<file path="config.mk">
export PLATFORM = sky130hd
export DESIGN_NAME = ftsd_name_scroller
export DESIGN_NICKNAME = d
export VERILOG_FILES = /design/src/rtl/ftsd_name_scroller.sv
export SDC_FILE = /design/constraint.sdc
export NUM_CORES = 1
export LEC_CHECK = 0
export ABC_AREA = 1
export CAP_MARGIN = 10
export CORE_UTILIZATION = 45
export CTS_BUF_LIST = sky130_fd_sc_hd__clkbuf_4 sky130_fd_sc_hd__clkbuf_8 sky130_fd_sc_hd__clkbuf_16
export DETAILED_ROUTE_END_ITERATION = 10
export PLACE_DENSITY = 0.66
export SETUP_SLACK_MARGIN = 0.02
export SYNTH_ARGS = -nofsm -noshare
export SYNTH_HDL_FRONTEND = slang
export SYNTH_SLANG_ARGS = --single-unit
</file>
<file path="constraint.sdc">
create_clock -name clk -period 1.85 [get_ports clk]
set_clock_uncertainty 0.2 [all_clocks]
set_input_delay 0.37 -clock clk [delete_from_list [all_inputs] [get_ports clk]]
set_output_delay 0.37 -clock clk [all_outputs]
set_load 0.02 [all_outputs]
</file>
<file path="src/rtl/ftsd_name_scroller.sv">
// ---------------------------------------------------------------------------
// ftsd_name_scroller
//
// Scan and marquee controller for the 4-digit 14-segment song-name display.
// Presents a character index to the external name decoder, registers the
// returned pattern and drives the digit-select and segment pins. The six
// character name scrolls through the four-digit window: hold at the start,
// step one character at a time, hold at the end, then jump back. Any change
// of the selected song restarts the marquee without disturbing the scan.
//
// Ports
//   clk         system clock
//   rst         synchronous reset, active-high
//   song[2:0]   selected song 0..5 (other codes blank through the decoder)
//   display     decoder pattern for the current `value`, active-low
//   value       character index sent to the decoder (scroll_pos + digit)
//   ftsd_ctl    digit enables, active-low, bit3 = leftmost digit 0
//   ftsd_seg    registered segment pattern, active-low
//   scroll_pos  current window offset 0..NAME_LEN-4
//
// Build option
//   FTSD_DIM_EN  when defined, digit enables are blanked for the second half
//                of every refresh slot (50% brightness); segments unaffected.
//
// Marquee states
//   state      | meaning
//   -----------+------------------------------------------------------------
//   HOLD_START | window at offset 0, waiting HOLD_FRAMES frames
//   SCROLL     | stepping the window one character per SCROLL_FRAMES frames
//   HOLD_END   | window at the last offset, waiting HOLD_FRAMES frames
// ---------------------------------------------------------------------------
module ftsd_name_scroller #(
  parameter logic [15:0] REFRESH_DIV   = 16'd50000,
  parameter logic [7:0]  SCROLL_FRAMES = 8'd100,
  parameter logic [7:0]  HOLD_FRAMES   = 8'd200,
  parameter logic [2:0]  NAME_LEN      = 3'd6
) (
  input  logic        clk,
  input  logic        rst,
  input  logic [2:0]  song,
  input  logic [14:0] display,
  output logic [2:0]  value,
  output logic [3:0]  ftsd_ctl,
  output logic [14:0] ftsd_seg,
  output logic [1:0]  scroll_pos
);

  localparam logic [1:0] MAX_OFS = 2'(NAME_LEN - 3'd4);

  typedef enum logic [1:0] {
    HOLD_START = 2'd0,
    SCROLL     = 2'd1,
    HOLD_END   = 2'd2
  } state_e;

  // -------------------------------------------------------------------------
  // Scan path registers
  // -------------------------------------------------------------------------
  logic [15:0] cnt_q,   cnt_d;
  logic [1:0]  digit_q, digit_d;   // digit whose character is fetched at the next wrap
  logic [1:0]  vdig_q,  vdig_d;    // digit that `value` currently belongs to
  logic        load_q,  load_d;    // one cycle after a wrap: decoder output is valid
  logic [2:0]  value_q, value_d;
  logic [3:0]  ctl_q,   ctl_d;
  logic [14:0] seg_q,   seg_d;
  logic [2:0]  song_q;

  // -------------------------------------------------------------------------
  // Marquee registers
  // -------------------------------------------------------------------------
  state_e      state_q, state_d;
  logic [1:0]  ofs_q,   ofs_d;
  logic [7:0]  frame_q, frame_d;

  logic        wrap;
  logic        frame_tick;
  logic        song_chg;
  logic [7:0]  frame_lim;
  logic        limit_hit;
  logic [3:0]  ctl_dec;

  assign wrap       = (cnt_q == (REFRESH_DIV - 16'd1));
  assign frame_tick = wrap && (digit_q == 2'd3);
  assign song_chg   = (song != song_q);

  assign frame_lim  = (state_q == SCROLL) ? SCROLL_FRAMES : HOLD_FRAMES;
  assign limit_hit  = (frame_q == (frame_lim - 8'd1));

  // -------------------------------------------------------------------------
  // Refresh scan
  //
  // At each slot wrap the character for digit_q is requested from the
  // decoder using the offset of the frame that is ending; the pattern comes
  // back during the following cycle and is latched together with the
  // matching digit enable, so seg and ctl always change as a pair. The
  // previous digit simply stays lit one extra cycle.
  // -------------------------------------------------------------------------
  always_comb begin
    ctl_dec = 4'b1111;
    case (vdig_q)
      2'd0:    ctl_dec = 4'b0111;
      2'd1:    ctl_dec = 4'b1011;
      2'd2:    ctl_dec = 4'b1101;
      default: ctl_dec = 4'b1110;
    endcase
  end

  always_comb begin
    cnt_d   = cnt_q + 16'd1;
    digit_d = digit_q;
    vdig_d  = vdig_q;
    value_d = value_q;
    load_d  = wrap;
    seg_d   = seg_q;
    ctl_d   = ctl_q;

    if (wrap) begin
      cnt_d   = 16'd0;
      digit_d = digit_q + 2'd1;
      vdig_d  = digit_q;
      // Largest offset plus largest digit is 5, so 3 bits never overflow.
      value_d = {1'b0, ofs_q} + {1'b0, digit_q};
    end

    if (load_q) begin
      seg_d = display;
      ctl_d = ctl_dec;
    end
  end

  always_ff @(posedge clk) begin
    if (rst) begin
      cnt_q   <= 16'd0;
      digit_q <= 2'd0;
      vdig_q  <= 2'd0;
      load_q  <= 1'b0;
      value_q <= 3'd0;
      ctl_q   <= 4'b1111;
      seg_q   <= 15'h7FFF;
      song_q  <= song;
    end else begin
      cnt_q   <= cnt_d;
      digit_q <= digit_d;
      vdig_q  <= vdig_d;
      load_q  <= load_d;
      value_q <= value_d;
      ctl_q   <= ctl_d;
      seg_q   <= seg_d;
      song_q  <= song;
    end
  end

  // -------------------------------------------------------------------------
  // Marquee FSM: state register
  // -------------------------------------------------------------------------
  always_ff @(posedge clk) begin
    if (rst) begin
      state_q <= HOLD_START;
      ofs_q   <= 2'd0;
      frame_q <= 8'd0;
    end else begin
      state_q <= state_d;
      ofs_q   <= ofs_d;
      frame_q <= frame_d;
    end
  end

  // -------------------------------------------------------------------------
  // Marquee FSM: next state
  // A song change overrides whatever the frame tick would have done.
  // -------------------------------------------------------------------------
  always_comb begin
    state_d = state_q;
    if (song_chg) begin
      state_d = HOLD_START;
    end else if (frame_tick && limit_hit) begin
      case (state_q)
        HOLD_START: state_d = SCROLL;
        SCROLL:     state_d = (ofs_q == MAX_OFS) ? HOLD_END : SCROLL;
        HOLD_END:   state_d = HOLD_START;
        default:    state_d = HOLD_START;
      endcase
    end
  end

  // -------------------------------------------------------------------------
  // Marquee FSM: outputs (window offset and frame counter)
  // The offset only moves on frame ticks so a frame never mixes two offsets.
  // -------------------------------------------------------------------------
  always_comb begin
    ofs_d   = ofs_q;
    frame_d = frame_q;
    if (song_chg) begin
      ofs_d   = 2'd0;
      frame_d = 8'd0;
    end else if (frame_tick) begin
      if (limit_hit) begin
        frame_d = 8'd0;
        case (state_q)
          HOLD_START: ofs_d = 2'd1;
          SCROLL:     ofs_d = (ofs_q == MAX_OFS) ? ofs_q : ofs_q + 2'd1;
          HOLD_END:   ofs_d = 2'd0;
          default:    ofs_d = 2'd0;
        endcase
      end else begin
        frame_d = frame_q + 8'd1;
      end
    end
  end

  // -------------------------------------------------------------------------
  // Outputs
  // -------------------------------------------------------------------------
  assign value      = value_q;
  assign ftsd_seg   = seg_q;
  assign scroll_pos = ofs_q;

`ifdef FTSD_DIM_EN
  localparam logic [15:0] HALF_DIV = REFRESH_DIV >> 1;
  assign ftsd_ctl = (cnt_q >= HALF_DIV) ? 4'b1111 : ctl_q;
`else
  assign ftsd_ctl = ctl_q;
`endif

endmodule
</file>
==> results.json <==
{
  "status": "finished, final reports clean",
  "end_kind": "flip-flop",
  "ff2ff_path_depth": 8,
  "syn_inst": 342,
  "io_buffer_count": 43,
  "n_fill_cell": 544,
  "finalSetupTns_ps": 0,
  "hpwl_um": 3660,
  "yosysWarnings": 0,
  "place_ws_ps": -122,
  "layout-drive-gt1-share_pct": 14.2,
  "die-area_mm2": 0.00600,
  "worstSetupPathType": "reg -> reg",
  "wl_per_cell_um": 10.8,
  "areaGrowthSynthToFinish_pct": 28.6,
  "synth-compound-area-share_pct": 7.87,
  "slew_viol_final": 0,
  "core_area_mm2": 0.00551,
  "synthXorXnorAreaFrac_pct": 2.39,
  "clock_latency_ps": 330,
  "worst_pin_slew_ps": 495,
  "total_power_mw": 2.51,
  "synth.mux.area_fraction_pct": 0,
  "antenna_found_initial": 0,
  "async_reset_ff_share_pct": 0,
  "ys_seq_area_share_pct": 45.3,
  "cts_setup_buffers": 0,
  "slew_headroom_pct": 66.8,
  "clock.fmax_ghz": 0.594,
  "synth_fa_ha_area_share_pct": 3.22,
  "hold_violations": 0,
  "vias": 2280,
  "ys.flop_type": "dfxtp_1",
  "path_clk_slew_ps": 70,
  "p_per_area_mw_per_mm2": 763,
  "drc": 0,
  "routed_wl_um": 5100,
  "cts_buffer_depth": 2,
  "die-height_um": 77.4,
  "antenna_left": 0,
  "first_iter_violations": 98,
  "ioPinCount": 44,
  "hold_class": "reg -> reg",
  "synth_nets": 368,
  "arrival_ps": 1750,
  "cts_tree": "done",
  "crit_path_start_kind": "flip-flop",
  "root_buffer": "clkbuf_8",
  "grt_start_max_net_pins": 21,
  "htreeDepth": 3,
  "drv_cap": 0,
  "num_antenna_cells": 0,
  "grt_pass1_wl_um": 9070,
  "viasPerCell": 4.81,
  "whs_ps": 238,
  "min_path_cells": 1,
  "postSynthAreaPerCell_um2": 7.49,
  "synth_simple_gate_area_share_pct": 34.9,
  "ir_drop_v": 0.000411,
  "rows": 27,
  "period_minus_slack_ps": 1680,
  "initial_core_util_pct": 46.5,
  "drtPass1Iterations": 4,
  "cp_data_required_time_ps": 1920,
  "fin_ws_ps": 166,
  "chipWidth_um": 77.4,
  "gp_routability_congestion": 0.816,
  "finalCritPeriodShare_pct": 91.0,
  "gr-total-overflow": 0,
  "cts_made_buffers": 9,
  "rsz0062_at_grt": "false",
  "synth_cell_types": 35,
  "p_leak_nw": 1.32,
  "cts.sinks": 58,
  "synth_top_family_by_area": "simple AND/OR/NAND/NOR gates",
  "path_max_fanout": 4,
  "synth_seq_cells": 58,
  "track_usage_pct": 18.8,
  "synth-edff-count": 0,
  "cts_hold_buf": 0,
  "nets": 423,
  "setup_viol": 0,
  "grt_pass1_vias": 2098,
  "syn-cell-area_mm2": 0.00256
}
==> what timing repair did <==
item,CTS,global route
gates resized for setup,23,6
setup endpoints to repair,23,12
pin swaps,0,2
==> layout make-up <==
cell class              instances  area, µm²  share of cell area (%)
well taps                      72       90.1                    2.73
multi-input cells             242       1250                    37.8
flip-flops and latches         58       1160                    35.3
repair buffers                 50        457                    13.9
clock inverters                 6       66.3                    2.01
inverters                      36        135                    4.10
clock buffers                  10        138                    4.18
==> flip-flops by register name (all words and copies together), names as in the netlist <==
name and flops:
load_q 1, ftsd_ctl 4, ftsd_seg 15, digit_q 2, vdig_q 2, song_q 3
cnt_q 16, state_q 2, scroll_pos 2, value 3, frame_q 8
==> critical path, cell delays in order, from the launching register on <==
cell	delay, ps
dfxtp_1	360
ha_2	220
nand2_1	90
nor2_2	180
nand3_2	110
inv_2	80
nand2_2	70
or2_0	220
a21oi_2	110
==> layer usage <==
metal,GRT usage [%],wire length [µm],vias up
li1,-,-,1212
met1,23.9,2530,1010
met2,29.7,2210,47
met3,4.82,254,11
met4,8.49,98,0
met5,0,0,-
==> placed cells by master (no fill, tap or decap), drive strengths merged <==
master / Yosys / routed
a211oi: 2 / 2
a21oi: 15 / 15
buf: 2 / 7
bufinv: 0 / 1
clkbuf: 4 / 10
clkdlybuf4s50: 0 / 19
clkinv: 1 / 3
clkinvlp: 0 / 3
dfxtp: 58 / 58
dlygate4sd2: 0 / 23
dlymetal6s2s: 0 / 1
fa: 1 / 1
ha: 5 / 5
inv: 35 / 35
nand2: 95 / 95
nand3: 42 / 42
nand3b: 2 / 2
nand4: 2 / 2
nor2: 40 / 40
nor3: 4 / 4
nor3b: 2 / 2
o21ai: 18 / 18
o21bai: 1 / 1
o22ai: 1 / 1
or2: 4 / 4
or3: 1 / 1
xnor2: 2 / 2
xor2: 5 / 5
==> cell families (layout without fill, tap and decap cells) <==
kind of cell             Yosys count  count (layout)
AND/OR/NAND/NOR                  192             192
flip-flops                        58              58
buffers and inverters             42             102
AO/OA/AOI/OAI                     37              37
XOR/XNOR                           7               7
adder cells (fa/ha/maj)            6               6
==> report_power, final <==
part	total (mW)	internal, mW	leakage (nW)	switching (mW)
clock network	1.16	0.657	0.0945	0.505
registers	1.26	1.26	0.470	0.00662
logic	0.0858	0.0488	0.757	0.0370
==> per-stage QoR <==
| step | std cells | instance area [µm²] | utilization, % |
|---|---|---|---|
| 2_1_floorplan | 342 | 2560 | - |
| 3_3_place_gp | 458 | 3110 | 56.4 |
| 3_5_place_dp | 458 | 3110 | 56.4 |
| 4_1_cts | 474 | 3280 | 59.6 |
| 5_1_grt | 474 | 3290 | 59.8 |
| 6_report | 474 | 3290 | 59.8 |
==> final timing paths <==
| kind | slack [ps] | startpoint | to |
|---|---|---|---|
| setup / recovery | 170 | cnt_q[1] | cnt_q[10] |
| hold / removal | 240 | cnt_q[0] | cnt_q[0] |
| setup reg to reg | 170 | cnt_q[1] | cnt_q[10] |
| hold reg to reg | 240 | cnt_q[0] | cnt_q[0] |
==> Yosys cell counts, types with 3 or more instances <==
cell	count	area share, %
a21oi_1	13	2.5
clkbuf_1	4	0.59
dfxtp_1	58	45
ha_1	5	2.4
inv_1	27	4.0
inv_2	8	1.2
nand2_1	90	13
nand2_2	4	0.98
nand3_1	37	7.2
nand3_2	4	1.6
nor2_1	33	4.8
nor2_2	5	1.2
nor3_1	3	0.59
o21ai_0	15	2.9
o21ai_1	3	0.59
xor2_1	5	1.7
Note: power is estimated with default switching activity, not from simulation.
